`src/rtl/fetch_seq.sv`:
```
// Instruction fetch sequencer: IDLE -> FETCH -> ISSUE -> RESOLVE, with conditional jump resolution.
// Define FETCH_TIMEOUT_EN to enable the sticky fetch-acknowledge timeout (fetch_err).
module fetch_seq #(
    parameter int unsigned       ADDR_W      = 8,
    parameter logic [ADDR_W-1:0] RESET_PC    = '0,
    parameter int unsigned       TIMEOUT_CYC = 16
) (
    input  logic              clk,
    input  logic              rst,
    input  logic              run,
    output logic              rom_req,
    output logic [ADDR_W-1:0] rom_addr,
    input  logic              rom_ack,
    input  logic [8:0]        rom_data,
    output logic [8:0]        i_instruccion,
    output logic              instr_valid,
    input  logic [3:0]        condJ,
    input  logic              flag_z,
    input  logic              flag_c,
    input  logic              flag_n,
    input  logic [ADDR_W-1:0] jump_target,
    output logic [ADDR_W-1:0] pc_link,
    output logic              fetch_err
);

    localparam logic [8:0] Nop = 9'b111000000;

    typedef enum logic [1:0] {StIdle, StFetch, StIssue, StResolve} state_e;

    state_e            state_q, state_d;
    logic [ADDR_W-1:0] pc_q;
    logic [ADDR_W-1:0] pc_inc;
    logic [8:0]        instr_q;
    logic [ADDR_W-1:0] link_q;
    logic              cond_ok;
    logic              taken;
    logic              timeout;
    logic              err;

    assign pc_inc = pc_q + ADDR_W'(1);

`ifdef FETCH_TIMEOUT_EN
    localparam int unsigned CntW = $clog2(TIMEOUT_CYC + 1);

    logic [CntW-1:0] cnt_q;
    logic            err_q;

    assign timeout = (state_q == StFetch) && !rom_ack && (cnt_q == CntW'(TIMEOUT_CYC - 1));

    always_ff @(posedge clk) begin
        if (rst) begin
            cnt_q <= '0;
            err_q <= 1'b0;
        end else begin
            if (state_q == StFetch && !rom_ack) cnt_q <= cnt_q + CntW'(1);
            else                                cnt_q <= '0;
            if (timeout) err_q <= 1'b1;
        end
    end

    assign err = err_q;
`else
    logic unused_timeout_cyc;

    assign unused_timeout_cyc = ^TIMEOUT_CYC;
    assign timeout            = 1'b0;
    assign err                = 1'b0;
`endif

    always_comb begin
        cond_ok = 1'b0;
        unique case (condJ[2:0])
            3'b001:  cond_ok = 1'b1;
            3'b010:  cond_ok = flag_z;
            3'b011:  cond_ok = !flag_z;
            3'b100:  cond_ok = flag_c;
            3'b101:  cond_ok = !flag_c;
            3'b110:  cond_ok = flag_n;
            3'b111:  cond_ok = !flag_n;
            default: cond_ok = 1'b0;
        endcase
    end

    assign taken = condJ[3] && cond_ok;

    // State register
    always_ff @(posedge clk) begin
        if (rst) state_q <= StIdle;
        else     state_q <= state_d;
    end

    // Next-state logic; a latched error parks the block in IDLE until reset
    always_comb begin
        state_d = state_q;
        unique case (state_q)
            StIdle:    if (run && !err) state_d = StFetch;
            StFetch: begin
                if (timeout)      state_d = StIdle;
                else if (rom_ack) state_d = StIssue;
            end
            StIssue:   state_d = StResolve;
            StResolve: state_d = run ? StFetch : StIdle;
            default:   state_d = StIdle;
        endcase
    end

    // Output logic
    always_comb begin
        rom_req     = (state_q == StFetch);
        instr_valid = (state_q == StIssue);
    end

    // Datapath: reset takes priority, so an ack coinciding with rst is dropped
    always_ff @(posedge clk) begin
        if (rst) begin
            pc_q    <= RESET_PC;
            instr_q <= Nop;
            link_q  <= '0;
        end else begin
            if (state_q == StFetch && rom_ack) begin
                instr_q <= rom_data;
                link_q  <= pc_inc;
            end
            if (state_q == StResolve) pc_q <= taken ? jump_target : pc_inc;
        end
    end

    assign rom_addr      = pc_q;
    assign i_instruccion = instr_q;
    assign pc_link       = link_q;
    assign fetch_err     = err;

endmodule

```
`config.mk`:
```
export PLATFORM = sky130hd
export DESIGN_NAME = fetch_seq
export DESIGN_NICKNAME = d
export VERILOG_FILES = /design/src/rtl/fetch_seq.sv
export SDC_FILE = /design/constraint.sdc
export NUM_CORES = 1
export LEC_CHECK = 0
export BUFFER_PORTS_ARGS = -buffer_cell sky130_fd_sc_hd__clkbuf_2
export CAP_MARGIN = 20
export CORE_ASPECT_RATIO = 0.5
export CORE_MARGIN = 1.5
export CORE_UTILIZATION = 35
export CTS_CLUSTER_DIAMETER = 200
export DETAILED_ROUTE_END_ITERATION = 10
export HOLD_SLACK_MARGIN = 0.02
export SLEW_MARGIN = 20
export SYNTH_ARGS = -nofsm -noshare
export SYNTH_HDL_FRONTEND = slang
export SYNTH_SLANG_ARGS = --single-unit
```
`constraint.sdc`:
```
create_clock -name clk -period 2.01 [get_ports clk]
set_clock_uncertainty 0.05 [all_clocks]
set_input_delay 0.1005 -clock clk [delete_from_list [all_inputs] [get_ports clk]]
set_output_delay 0.1005 -clock clk [all_outputs]
set_load 0.01 [all_outputs]
```
## Yosys cells after proc, flatten, opt, wreduce, memory -nomap -nowiden

Index checks and enable logic that the tools add are counted.

- Register bits: 27
- Output and inout bits: 28
- Logic and storage cells: 30

- Add/subtract/negate cells: 1
- Equality and inequality tests: 12
- Mux-type cells: 6
- Reduce and logical (&&, ||, !) cells: 7

Operators by type and width:

| kind | number |
|---|---|
| 3-bit == test (second input constant) | 4 |
| 8-bit by 1-bit adder with 8-bit output (second input constant) | 1 |
| 8-bit 2-to-1 mux | 1 |
| 2-bit case mux with 4 select lines | 1 |
| 1-bit case mux with 7 select lines | 1 |
| 3-bit by 2-bit == test with 1-bit output (second input constant) | 2 |
| 2-bit == test (second input constant) | 2 |
| 2-bit 2-to-1 mux | 2 |
| 3-bit by 1-bit == test with 1-bit output (second input constant) | 1 |
| 1-bit logical NOT | 3 |
| 2-bit by 1-bit == test with 1-bit output (second input constant) | 1 |
| 1-bit logical AND | 2 |
| 2-bit logical NOT | 1 |
| 2-bit by 1-bit inequality test with 1-bit output (second input constant) | 1 |
| 2-bit inequality test (second input constant) | 1 |
| 2-bit AND reduction | 1 |
| 1-bit 2-to-1 mux | 1 |

## Logic depth before layout (Yosys ltp)

Gate-level depths: netlist (run 1).

- Word-level depth: 4
- Gate-level depth with buffers: 6
- Depth with buffers taken out: 5

## Worst setup path before layout (run 1)

No wires, ideal clock.

- Path type: register -> register
- Start: register pc_q[0], in the netlist rom_addr[0]
- End: register pc_q[6], in the netlist rom_addr[6]
- Library setup time: 0.133 ns
- Data arrival time: 1.315 ns
- Required time: 1.827 ns
- Slack: 0.513 ns
- Stages on the path, launching flop included: 6
- Period minus slack after synthesis: 1.497 ns
- Cells stage by stage: dfxtp_1 -> ha_1 -> nand3_1 -> o21a_1 -> o2111ai_1 -> a31oi_1

- Cells in the longest elaborated chain, start to end: 2

Ends and longest elaborated chain:

| item | line | text |
|---|---|---|
| from (decl) | 31 | `logic [ADDR_W-1:0] pc_q;` |
| from (signal assigned) | 124 | `if (state_q == StResolve) pc_q <= taken ? jump_target : pc_inc;` |
| 8-bit by 1-bit adder with 8-bit output | 40 | `assign pc_inc = pc_q + ADDR_W'(1);` |
| 8-bit 2-to-1 mux | 124 |  |

No other way between the ends.
A chain may end at the register's enable or synchronous reset.

## Final worst setup path (run 1)

Same ends and word-level chain as after synthesis.

==> out/summary.log, run 1 <==
qor: status.run_status finished, final reports clean
qor: power.power.density 874.7 mW/mm²
qor: worst_setup_path.critical_path.cell_chain ha_1 > nand3_1 > o21a_1 > o2111ai_1 > a31oi_1
qor: clock_tree.cts.reportedPaths.clkPinSlew 100 ps
qor: worst_setup_path.cp.arrival 1790 ps
qor: layout.multiInputGateArea 802.0 µm²
qor: clock_tree.tritoncts built
qor: clock_tree.clkSinkCount 27
qor: floorplanning.die_y 48.20 µm
qor: min_path.min_delay_worst_endpoint rom_addr[1]$_SDFFE_PP0N_
qor: sta.rsz_0062_raised_after_global_routing no
qor: sta.final.setup.worst_slack 325.7 ps
qor: sta.number_of_hold_violations_in_the_final_report 0
qor: layout.final_net_count 266
qor: sta.maxClockFrequency 593.7 MHz
qor: detailed_routing.detail_route.vias_per_cell 5.199
qor: sta.number_of_endpoints_failing_setup_at_the_final_stage 0
qor: clock_tree.htree_num_levels 1
qor: clock_tree.insertion_delay 280 ps
qor: layout.fill_cells 409
qor: worst_setup_path.path_delay_family compound AO/OA/AOI/OAI gates
qor: floorplanning.die_x 93.40 µm
qor: layout.drive_above_1_share 0.2845
qor: synth.syn_area_per_cell 8.172 µm²
qor: worst_setup_path.worst-endpoint-required 2110 ps
qor: worst_setup_path.cp.depth 5
qor: placement.hpwl 2637 µm
qor: sta.relSlewSlack 0.5380
qor: synth.synth_top_cells_by_area sky130_fd_sc_hd__dfxtp_1, sky130_fd_sc_hd__nand2_1, sky130_fd_sc_hd__ha_1
qor: floorplanning.core_area 0.003904 mm²
qor: synth.synth.ff_latch_count 27
qor: placement.place_congestion 0.7607
qor: synth.synth_warnings 0
qor: flow_run.timing.max_cap.violations 0
qor: worst_setup_path.setup.worst_path.end_class flop
qor: sta.finalCriticalPeriod 1684 ps
qor: layout.flow.area_growth_from_synthesis 30.62%
qor: global_route.gr-usage-all-layers 0.1696
qor: placement.io_buffers 54
qor: global_route.first_global_vias 1342
qor: layout.layout_common_cells sky130_fd_sc_hd__clkbuf_2, sky130_fd_sc_hd__nand2_1, sky130_fd_sc_hd__dfxtp_1
qor: worst_setup_path.worst-setup-path-type reg2reg
qor: detailed_routing.drtAntennaViolNets 0
qor: clock_tree.clockBufferDepth 2
qor: synth.netlist_instances 175
qor: sta.tns 0 ps
qor: synth.async_reset_ff_frac 0
qor: detailed_routing.drt_wl_total 3600 µm
qor: synth.yosysSeqAreaShare 0.3780
qor: global_route.antenna_found_initial 0
qor: synth.synth-edff-count 0
qor: worst_setup_path.worst-r2r-setup-slack 330 ps
qor: synth.mappedNetlistArea 0.001430 mm²
qor: floorplanning.placementRows 16
qor: detailed_routing.vias 1487
qor: detailed_routing.drtIter0Drc 48
qor: sta.finalCritPeriodShare 0.8380
qor: clock_tree.cts_root_buffer sky130_fd_sc_hd__clkbuf_8
qor: worst_setup_path.path_buf_inv 0
qor: worst_setup_path.worstPathMaxFanout 6
qor: synth.synth.top_cell.area_share 0.3780
qor: sta.report.final.slew_viol_count 0
qor: clock_tree.cts_inserted_buffers 3
qor: detailed_routing.post_drt_wl_per_cell 12.59 µm
qor: worst_setup_path.timing.critical_path.slowest_cell_delay 450 ps
qor: clock_tree.ctsResizeCount 0
qor: floorplanning.starting_utilization_of_the_core_area 0.3663
qor: worst_setup_path.ff2ff_path_depth 5
qor: min_path.hold_path_startpoint jump_target[1]
qor: sta.worst_slew_pin_slew 673.7 ps
qor: worst_setup_path.reg2reg_to rom_addr[6]$_SDFFE_PP0N_
qor: power.total_power 1.634 mW
qor: global_route.grt_remaining_overflow 0
qor: synth.yosysUniqueCellTypes 40
qor: layout.utilization 0.4785
qor: detailed_routing.first_pass_iters 4
qor: layout.layout.cells.most_common sky130_fd_sc_hd__clkbuf_2
qor: synth.syn-num-nets 208
qor: worst_setup_path.start_kind flop
qor: power.vdd_drop_max 0.2997 mV
qor: floorplanning.design.die.area 0.004502 mm²
qor: worst_setup_path.reg2reg_from rom_addr[0]$_SDFFE_PP0N_
qor: layout.sequential_cell_area 540.5 µm²
qor: global_route.grt_pass1_wl 5927 µm
qor: placement.dpl_worst_slack 328.7 ps
qor: synth.synth_top_cell_by_area sky130_fd_sc_hd__dfxtp_1
qor: floorplanning.io_pins 56
qor: power.leakage 0.7617 nW
qor: synth.ys_dominant_reg_cell sky130_fd_sc_hd__dfxtp_1
qor: min_path.min_path_type in2reg
qor: worst_setup_path.critical-path-slowest-cell sky130_fd_sc_hd__dfxtp_1
qor: global_route.grt_max_degree 26
qor: detailed_routing.detail_route.drc_violations 0
qor: layout.antenna-diode-count 0
qor: min_path.min_path_cells 3
-- worst max-delay path by stage --
| stage | slack (ps) | start | to |
|---|---|---|---|
| 2_1_floorplan | 510 | rom_addr[0]$_SDFFE_PP0N_ | rom_addr[6]$_SDFFE_PP0N_ |
| 3_3_place_gp | 350 | rom_addr[0]$_SDFFE_PP0N_ | rom_addr[6]$_SDFFE_PP0N_ |
| 3_5_place_dp | 330 | rom_addr[0]$_SDFFE_PP0N_ | rom_addr[6]$_SDFFE_PP0N_ |
| 4_1_cts | 310 | rom_addr[0]$_SDFFE_PP0N_ | rom_addr[6]$_SDFFE_PP0N_ |
| 5_1_grt | 170 | rom_addr[0]$_SDFFE_PP0N_ | pc_link[6]$_SDFFE_PP0P_ |
| 6_report | 330 | rom_addr[0]$_SDFFE_PP0N_ | rom_addr[6]$_SDFFE_PP0N_ |
-- through the flow --
stage	hold WS (ps)	instances	instance area, µm²
after floorplan	174.2	175	1430
after global routing	42.47	286	1868
after CTS	36.81	286	1868
final	35.65	286	1868
after detailed placement	268.4	273	1729
after global placement	269.4	273	1729
-- flip-flops by register name (all words and copies together), names as in the netlist --
register and cells:
pc_link 8, state_q 2, i_instruccion 9, rom_addr 8
-- report_power, final --
| part | total, mW | internal [mW] | switching [mW] |
|---|---|---|---|
| combinational | 0.587 | 0.255 | 0.332 |
| sequential | 0.719 | 0.638 | 0.0813 |
| clock | 0.328 | 0.141 | 0.187 |
-- per-layer routing --
metal / global-route usage / routed length, µm / up-vias
li1: - / - / 764
met1: 0.2146 / 1768 / 671
met2: 0.3029 / 1645 / 43
met3: 0.03427 / 163 / 9
met4: 0.05758 / 22 / 0
met5: 0 / 0 / -
-- cells in the mapped netlist (all sizes together), types with 2 or more instances --
cell and count:
nor4 2, a31oi 3, xor2 2, nand3 7
o21a 3, nor2 10, or4 3, o31ai 2
dfxtp 27, nand4 4, o311ai 6, a41oi 2
a21oi 7, a311oi 2, ha 5, buf 3
mux2i 3, inv 7, o21ai 2, a211oi 4
o2111ai 4, nand2 33, clkbuf 10, nor3 11
-- cell families after synthesis --
logic type / count (synthesis) / share of synthesized area
XOR/XNOR: 2 / 0.01225
AO/OA/AOI/OAI: 39 / 0.2082
other: 1 / 0.002622
buffers and inverters: 20 / 0.06125
adder cells (fa/ha/maj): 5 / 0.04374
multiplexers: 4 / 0.02887
AND/OR/NAND/NOR: 77 / 0.2651
flip-flops: 27 / 0.3780
-- timing repair --
action                                 4_1_cts  5_1_grt
buffers inserted                             0        0
hold buffers                                 9        0
endpoints found under the hold margin        9        0
-- worst reg2reg max path, cell delays in order (launching register included) --
cell                        delay (ps)
sky130_fd_sc_hd__dfxtp_1           450
sky130_fd_sc_hd__ha_1              260
sky130_fd_sc_hd__nand3_1           250
sky130_fd_sc_hd__o21a_1            270
sky130_fd_sc_hd__o2111ai_1         190
sky130_fd_sc_hd__a31oi_1            90
-- area by class of cell --
class	count	share of cell area
multi-input cells	128	0.4293
flip-flops and latches	27	0.2894
repair buffers	66	0.2050
well taps	54	0.03617
clock buffers	3	0.02210
inverters	7	0.01407
clock inverters	1	0.004019
(Power assumes the default switching activity.)
==> inputs of run 2 (changes only) <==
Clock period 2.01 ns to 1.65 ns, I/O delays scaled along.
==> run 2 against run 1 <==
Worst hold slack improved by 8.3 ps. Flip-flop and latch count did not move. Critical path type unchanged. Routed wire length rose by 3.4%. Utilization rose by 2.2 points. Power rose by 23%.
==> out/summary.log, run 2 (same netlist as run 1, synthesis figures left out) <==
qor: detailed_routing.post_drt_wl_per_cell 12.62 µm [+0.29%]
qor: layout.antenna-diode-count 0 [unchanged]
qor: placement.place_congestion 0.8273 [+8.8%]
qor: global_route.grt_remaining_overflow 0 [unchanged]
qor: sta.finalHoldWorstSlack 43.92 ps [+8.272 ps]
qor: floorplanning.die_y 48.20 µm [unchanged]
qor: placement.hpwl 2808 µm [+6.5%]
qor: power.power.share.clock 0.185 [-0.016]
qor: power.leakage 0.8070 nW [+6.0%]
qor: clock_tree.insertion_delay 270 ps [about the same]
qor: worst_setup_path.worst-endpoint-required 1800 ps [-310 ps]
qor: power.comb_power_share 0.382 [+0.023]
qor: sta.number_of_hold_violations_in_the_final_report 0 [unchanged]
qor: detailed_routing.drtAntennaViolNets 0 [unchanged]
qor: worst_setup_path.worst-setup-path-type reg2reg
qor: detailed_routing.drt_wl_total 3724 µm [+3.4%]
qor: sta.rsz_0062_raised_after_global_routing yes
qor: clock_tree.htree_num_levels 1 [unchanged]
qor: power.netSwitchingFraction 0.3561 [-0.01076]
qor: detailed_routing.detail_route.vias_per_cell 5.190 [-0.18%]
qor: clock_tree.tritoncts built
qor: layout.layout.cell_area.non_filler 0.001954 mm² [+4.6%]
qor: worst_setup_path.path_delay_family simple AND/OR/NAND/NOR gates
qor: status.run_status finished, final reports clean
qor: power.internal-power 1.295 mW [+25%]
qor: placement.placement.cell_area 0.001789 mm² [+3.5%]
qor: sta.number_of_endpoints_failing_setup_at_the_final_stage 0 [unchanged]
qor: worst_setup_path.start_kind flop
qor: layout.layout.cells.most_common sky130_fd_sc_hd__clkbuf_2
qor: sta.tns 0 ps [unchanged]
qor: detailed_routing.vias 1531 [+3.0%]
qor: flow_run.timing.max_cap.violations 0 [unchanged]
qor: sta.final.setup.worst_slack 124.7 ps [-201.0 ps]
qor: clock_tree.cts.reportedPaths.clkPinSlew 90 ps [about the same]
qor: layout.largest_reg_flops 9 [unchanged]
qor: layout.final_net_count 275 [+3.4%]
qor: sta.relSlewSlack 0.5547 [+0.01668]
qor: placement.dpl_worst_slack 20.54 ps [-308.2 ps]
qor: worst_setup_path.setup.worst_path.end_class flop
qor: global_route.grt_max_degree 18 [-31%]
qor: clock_tree.clockBufferDepth 2 [unchanged]
qor: layout.drive_above_1_share 0.3278 [+0.04332]
qor: global_route.first_global_vias 1268 [-5.5%]
qor: clock_tree.cts_inserted_buffers 3 [unchanged]
qor: global_route.antenna_found_initial 0 [unchanged]
qor: sta.finalCriticalPeriod 1525 ps [-159.0 ps]
qor: worst_setup_path.timing.critical_path.slowest_cell_delay 410 ps [-40 ps]
qor: detailed_routing.first_pass_iters 4 [unchanged]
qor: global_route.grt_pass1_wl 5906 µm [-0.35%]
qor: placement.place.detailed.instances 281 [+2.9%]
qor: detailed_routing.detail_route.drc_violations 0 [unchanged]
qor: layout.layout_common_cells sky130_fd_sc_hd__clkbuf_2, sky130_fd_sc_hd__nand2_1, sky130_fd_sc_hd__dfxtp_1
qor: worst_setup_path.critical-path-slowest-cell sky130_fd_sc_hd__or4_1
qor: detailed_routing.drtIter0Drc 56 [+17%]
qor: global_route.gr-usage-all-layers 0.1683 [-0.001300]
qor: floorplanning.core_area 0.003904 mm² [unchanged]
qor: sta.worst_slew_pin_slew 649.4 ps [-24.33 ps]
qor: floorplanning.io_pins 56 [unchanged]
qor: power.power.density 1029 mW/mm² [+18%]
qor: layout.flow.area_growth_from_synthesis 36.66%
qor: floorplanning.starting_utilization_of_the_core_area 0.3663 [unchanged]
qor: clock_tree.cts_root_buffer sky130_fd_sc_hd__clkbuf_8
qor: placement.io_buffers 54 [unchanged]
qor: floorplanning.die_x 93.40 µm [unchanged]
qor: floorplanning.design.die.area 0.004502 mm² [unchanged]
qor: min_path.min_path_type in2reg
qor: worst_setup_path.worstPathMaxFanout 6 [unchanged]
qor: clock_tree.clkSinkCount 27 [unchanged]
qor: power.power.share.sequential 0.433 [-0.007]
qor: worst_setup_path.critical_path.cell_chain ha_1 > nand3_2 > nand2_1 > or4_1 > a41oi_1
qor: power.vdd_drop_max 0.3923 mV [+31%]
qor: sta.finalCritPeriodShare 0.9244 [+0.08644]
qor: power.netSwitchingPower 0.7163 mW [+19%]
qor: sta.maxClockFrequency 655.6 MHz [+10%]
qor: layout.finish.cell_count_without_fillers 295 [+3.1%]
qor: worst_setup_path.cp.arrival 1680 ps [-110 ps]
qor: sta.report.final.slew_viol_count 0 [unchanged]
qor: floorplanning.placementRows 16 [unchanged]
qor: worst_setup_path.path_buf_inv 0 [unchanged]
==> run 2: what timing repair did <==
action / in CTS / in global routing
gates cloned: 0 / 0
buffers inserted: 0 / 0
hold buffers: 10 / 0
pin swaps: 0 / 0
hold endpoints to repair: 10 / 0
endpoints found under the setup margin: 1 / 7
gates resized for setup: 1 / 5
==> run 2: final timing paths <==
| path | from | endpoint | slack, ps | cells after the start |
|---|---|---|---|---|
| worst max-delay path | rom_addr[0]$_SDFFE_PP0N_ | rom_addr[4]$_SDFFE_PP0N_ | 120 | 5 |
| worst min-delay path | jump_target[0] | rom_addr[0]$_SDFFE_PP0N_ | 40 | 3 |
| worst max register to register | rom_addr[0]$_SDFFE_PP0N_ | rom_addr[4]$_SDFFE_PP0N_ | 120 | 5 |
| worst min register to register | i_instruccion[3]$_SDFFE_PP0P_ | i_instruccion[3]$_SDFFE_PP0P_ | 410 | 2 |
==> run 2: per-stage QoR <==
stage / utilization / total power [mW]
6_report: 0.5006 / 2.011
5_1_grt: 0.5006 / 2.189
4_1_cts: 0.4968 / 2.015
3_5_place_dp: 0.4583 / 1.622
3_3_place_gp: 0.4583 / 1.608
2_1_floorplan: - / 1.347
==> run 2: final cells by class <==
class | instances | area, µm²
clock buffer | 4 | 45.04
fill | 399 | 1949
inverter | 7 | 26.28
multi-input combinational | 128 | 820.8
sequential | 27 | 541.8
tap | 54 | 67.56
timing repair buffer | 75 | 452.9
==> run 2: metal layers <==
layer / global-route usage / up-vias / wire length (µm)
li1: - / 786 / -
met3: 0.02960 / 0 / 146
met1: 0.2325 / 711 / 1789
met4: 0.02424 / 0 / 0
met2: 0.2899 / 34 / 1789
met5: 0 / - / 0
==> run 2: power by group through the flow <==
stage	registers, mW	clock network [mW]	logic (mW)
2_1_floorplan	0.917	0	0.429
3_3_place_gp	0.880	0	0.727
3_5_place_dp	0.885	0	0.737
4_1_cts	0.871	0.387	0.758
5_1_grt	0.893	0.419	0.877
6_report	0.871	0.372	0.768
==> run 2: worst min-delay path, delay by kind of cell <==
kind                   cells  cell delay [ps]
AOI/OAI and AO/OA          2              170
buffers and inverters      1               80
==> inputs of run 3 (changes only) <==
Settings changed: CORE_UTILIZATION 35 to 48, PLACE_DENSITY set to 0.79.
==> run 3 against run 2 <==
Critical path type unchanged. Flip-flop and latch count is the same. Non-clock buffer count shrank 1. Routed wire length grew 1.1%. Largest power group unchanged. Final cell count shrank 6.1%. Critical path depth is the same. Highest routed layer is now met4. Worst hold slack lost 14 ps.
==> out/summary.log, run 3 (same netlist as run 1, synthesis figures left out) <==
qor: detailed_routing.detail_route.vias_per_cell 5.585 [+7.6%]
qor: detailed_routing.drtAntennaViolNets 0 [unchanged]
qor: floorplanning.placementRows 13 [-3]
qor: sta.finalCriticalPeriod 1559 ps [+33.50 ps]
qor: clock_tree.tritoncts built
qor: detailed_routing.vias 1547 [+1.0%]
qor: clock_tree.cts_inserted_buffers 3 [unchanged]
qor: floorplanning.die_y 41.60 µm [-14%]
qor: detailed_routing.detail_route.drc_violations 0 [unchanged]
qor: layout.drive_above_1_share 0.3125 [-0.01530]
qor: worst_setup_path.cp.arrival 1670 ps [about the same]
qor: sta.tns 0 ps [unchanged]
qor: placement.hpwl 2732 µm [-2.7%]
qor: clock_tree.insertion_delay 280 ps [about the same]
qor: global_route.grt_max_degree 17 [-1]
qor: clock_tree.cts.reportedPaths.clkPinSlew 100 ps [about the same]
qor: worst_setup_path.critical-path-slowest-cell sky130_fd_sc_hd__dfxtp_1
qor: floorplanning.die_x 80.20 µm [-14%]
qor: worst_setup_path.start_kind flop
qor: worst_setup_path.critical_path.cell_chain nand3_1 > buf_4 > o21a_1 > o2111ai_1 > a31oi_1
qor: worst_setup_path.worst-setup-path-type reg2reg
qor: floorplanning.starting_utilization_of_the_core_area 0.5265 [+0.1601]
qor: sta.number_of_endpoints_failing_setup_at_the_final_stage 0 [unchanged]
qor: floorplanning.design.die.area 0.003336 mm² [-26%]
qor: layout.layout_common_cells sky130_fd_sc_hd__clkbuf_2, sky130_fd_sc_hd__nand2_1, sky130_fd_sc_hd__dfxtp_1
qor: clock_tree.htree_num_levels 1 [unchanged]
qor: detailed_routing.post_drt_wl_per_cell 13.59 µm [+7.6%]
qor: power.leakage 0.7986 nW [-1.0%]
qor: clock_tree.cts_setup_buffers 0 [unchanged]
qor: clock_tree.clockBufferDepth 2 [unchanged]
qor: layout.flow.area_growth_from_synthesis 34.21%
qor: global_route.first_global_vias 1274 [+0.47%]
qor: global_route.gr-usage-all-layers 0.2295 [+0.06122]
qor: detailed_routing.first_pass_iters 4 [unchanged]
qor: layout.layout.cells.most_common sky130_fd_sc_hd__clkbuf_2
qor: sta.number_of_hold_violations_in_the_final_report 0 [unchanged]
qor: layout.final_net_count 274 [-0.36%]
qor: power.total_power 2.035 mW [+1.2%]
qor: detailed_routing.drt_wl_total 3764 µm [+1.1%]
qor: floorplanning.io_pins 56 [unchanged]
qor: clock_tree.cts_root_buffer sky130_fd_sc_hd__clkbuf_8
qor: worst_setup_path.worst-endpoint-required 1770 ps [-30 ps]
qor: status.run_status finished, final reports clean
qor: power.power.density 1060 mW/mm² [+3.0%]
qor: placement.place_congestion 0.8489 [+2.6%]
qor: clock_tree.clkSinkCount 27 [unchanged]
qor: sta.finalCritPeriodShare 0.9447 [+0.02030]
qor: global_route.grt_pass1_wl 5975 µm [+1.2%]
qor: sta.finalHoldWorstSlack 29.43 ps [-14.49 ps]
qor: layout.largest_reg_flops 9 [unchanged]
qor: worst_setup_path.timing.critical_path.slowest_cell_delay 420 ps [about the same]
qor: sta.rsz_0062_raised_after_global_routing yes
qor: worst_setup_path.setup.worst_path.end_class flop
qor: sta.worst_slew_pin_slew 678.1 ps [+28.72 ps]
qor: layout.antenna-diode-count 0 [unchanged]
qor: flow_run.timing.max_cap.violations 0 [unchanged]
qor: min_path.min_path_type in2reg
qor: worst_setup_path.path_delay_family compound AO/OA/AOI/OAI gates
qor: power.vdd_drop_max 0.5744 mV [+46%]
qor: global_route.antenna_found_initial 0 [unchanged]
qor: detailed_routing.drtIter0Drc 70 [+25%]
qor: global_route.grt_remaining_overflow 0 [unchanged]
qor: sta.relSlewSlack 0.5350 [-0.01969]
qor: sta.maxClockFrequency 641.5 MHz [-2.1%]
qor: layout.fill_cells 222 [-44%]
qor: worst_setup_path.path_buf_inv 1 [+1]
qor: sta.report.final.slew_viol_count 0 [unchanged]
qor: placement.io_buffers 54 [unchanged]
qor: worst_setup_path.worstPathMaxFanout 6 [unchanged]
qor: floorplanning.core_area 0.002716 mm² [-30%]
## run 3: final cells by class
type	count	area (µm²)	area share
Timing Repair Buffer	74	445.4	0.2321
Inverter	7	26.28	0.01369
Clock buffer	3	41.29	0.02151
Multi-Input combinational cell	128	812.0	0.4231
Sequential cell	27	540.5	0.2816
Clock inverter	1	7.507	0.003911
Tap cell	37	46.29	0.02412
## run 3: final timing paths
kind,start,to,slack [ps],cells after the start
setup reg to reg,rom_addr[0]$_SDFFE_PP0N_,rom_addr[5]$_SDFFE_PP0N_,90,5
setup / recovery,rom_addr[0]$_SDFFE_PP0N_,rom_addr[5]$_SDFFE_PP0N_,90,5
hold / removal,jump_target[0],rom_addr[0]$_SDFFE_PP0N_,30,3
hold reg to reg,i_instruccion[4]$_SDFFE_PP0P_,i_instruccion[4]$_SDFFE_PP0P_,410,2
## run 3: through the flow
step | utilization | instance area [µm²] | cells | setup WS (ps)
CTS | 0.7029 | 1909 | 277 | 60.52
detailed placement | 0.6481 | 1760 | 263 | -55.56
finish | 0.7066 | 1919 | 277 | 91.24
global placement | 0.6481 | 1760 | 263 | 95.11
floorplan | - | 1430 | 175 | 152.9
global route | 0.7066 | 1919 | 277 | -35.28
## run 3: power breakdown
| part | internal, mW | leakage (nW) | switching [mW] |
|---|---|---|---|
| registers | 0.777 | 0.220 | 0.0967 |
| logic | 0.337 | 0.557 | 0.428 |
| clock network | 0.172 | 0.0217 | 0.223 |
## run 3: metal layers
layer,up-vias,global-route usage,share of wire
met5,-,0,0
met4,0,0.06207,0.011
met3,5,0.07253,0.072
met2,54,0.3731,0.46
met1,710,0.2944,0.46
li1,778,-,-
## run 3: timing repair
item                                   4_1_cts  5_1_grt
gates resized for setup                      0        2
endpoints found under the hold margin       10        0
hold buffers                                10        0
setup endpoints to repair                    0        5
## run 3: worst register-to-register path, cell delays in order (launching register included)
cell                        delay [ps]
sky130_fd_sc_hd__dfxtp_1           420
sky130_fd_sc_hd__nand3_1           220
sky130_fd_sc_hd__buf_4             220
sky130_fd_sc_hd__o21a_1            190
sky130_fd_sc_hd__o2111ai_1         240
sky130_fd_sc_hd__a31oi_1           110
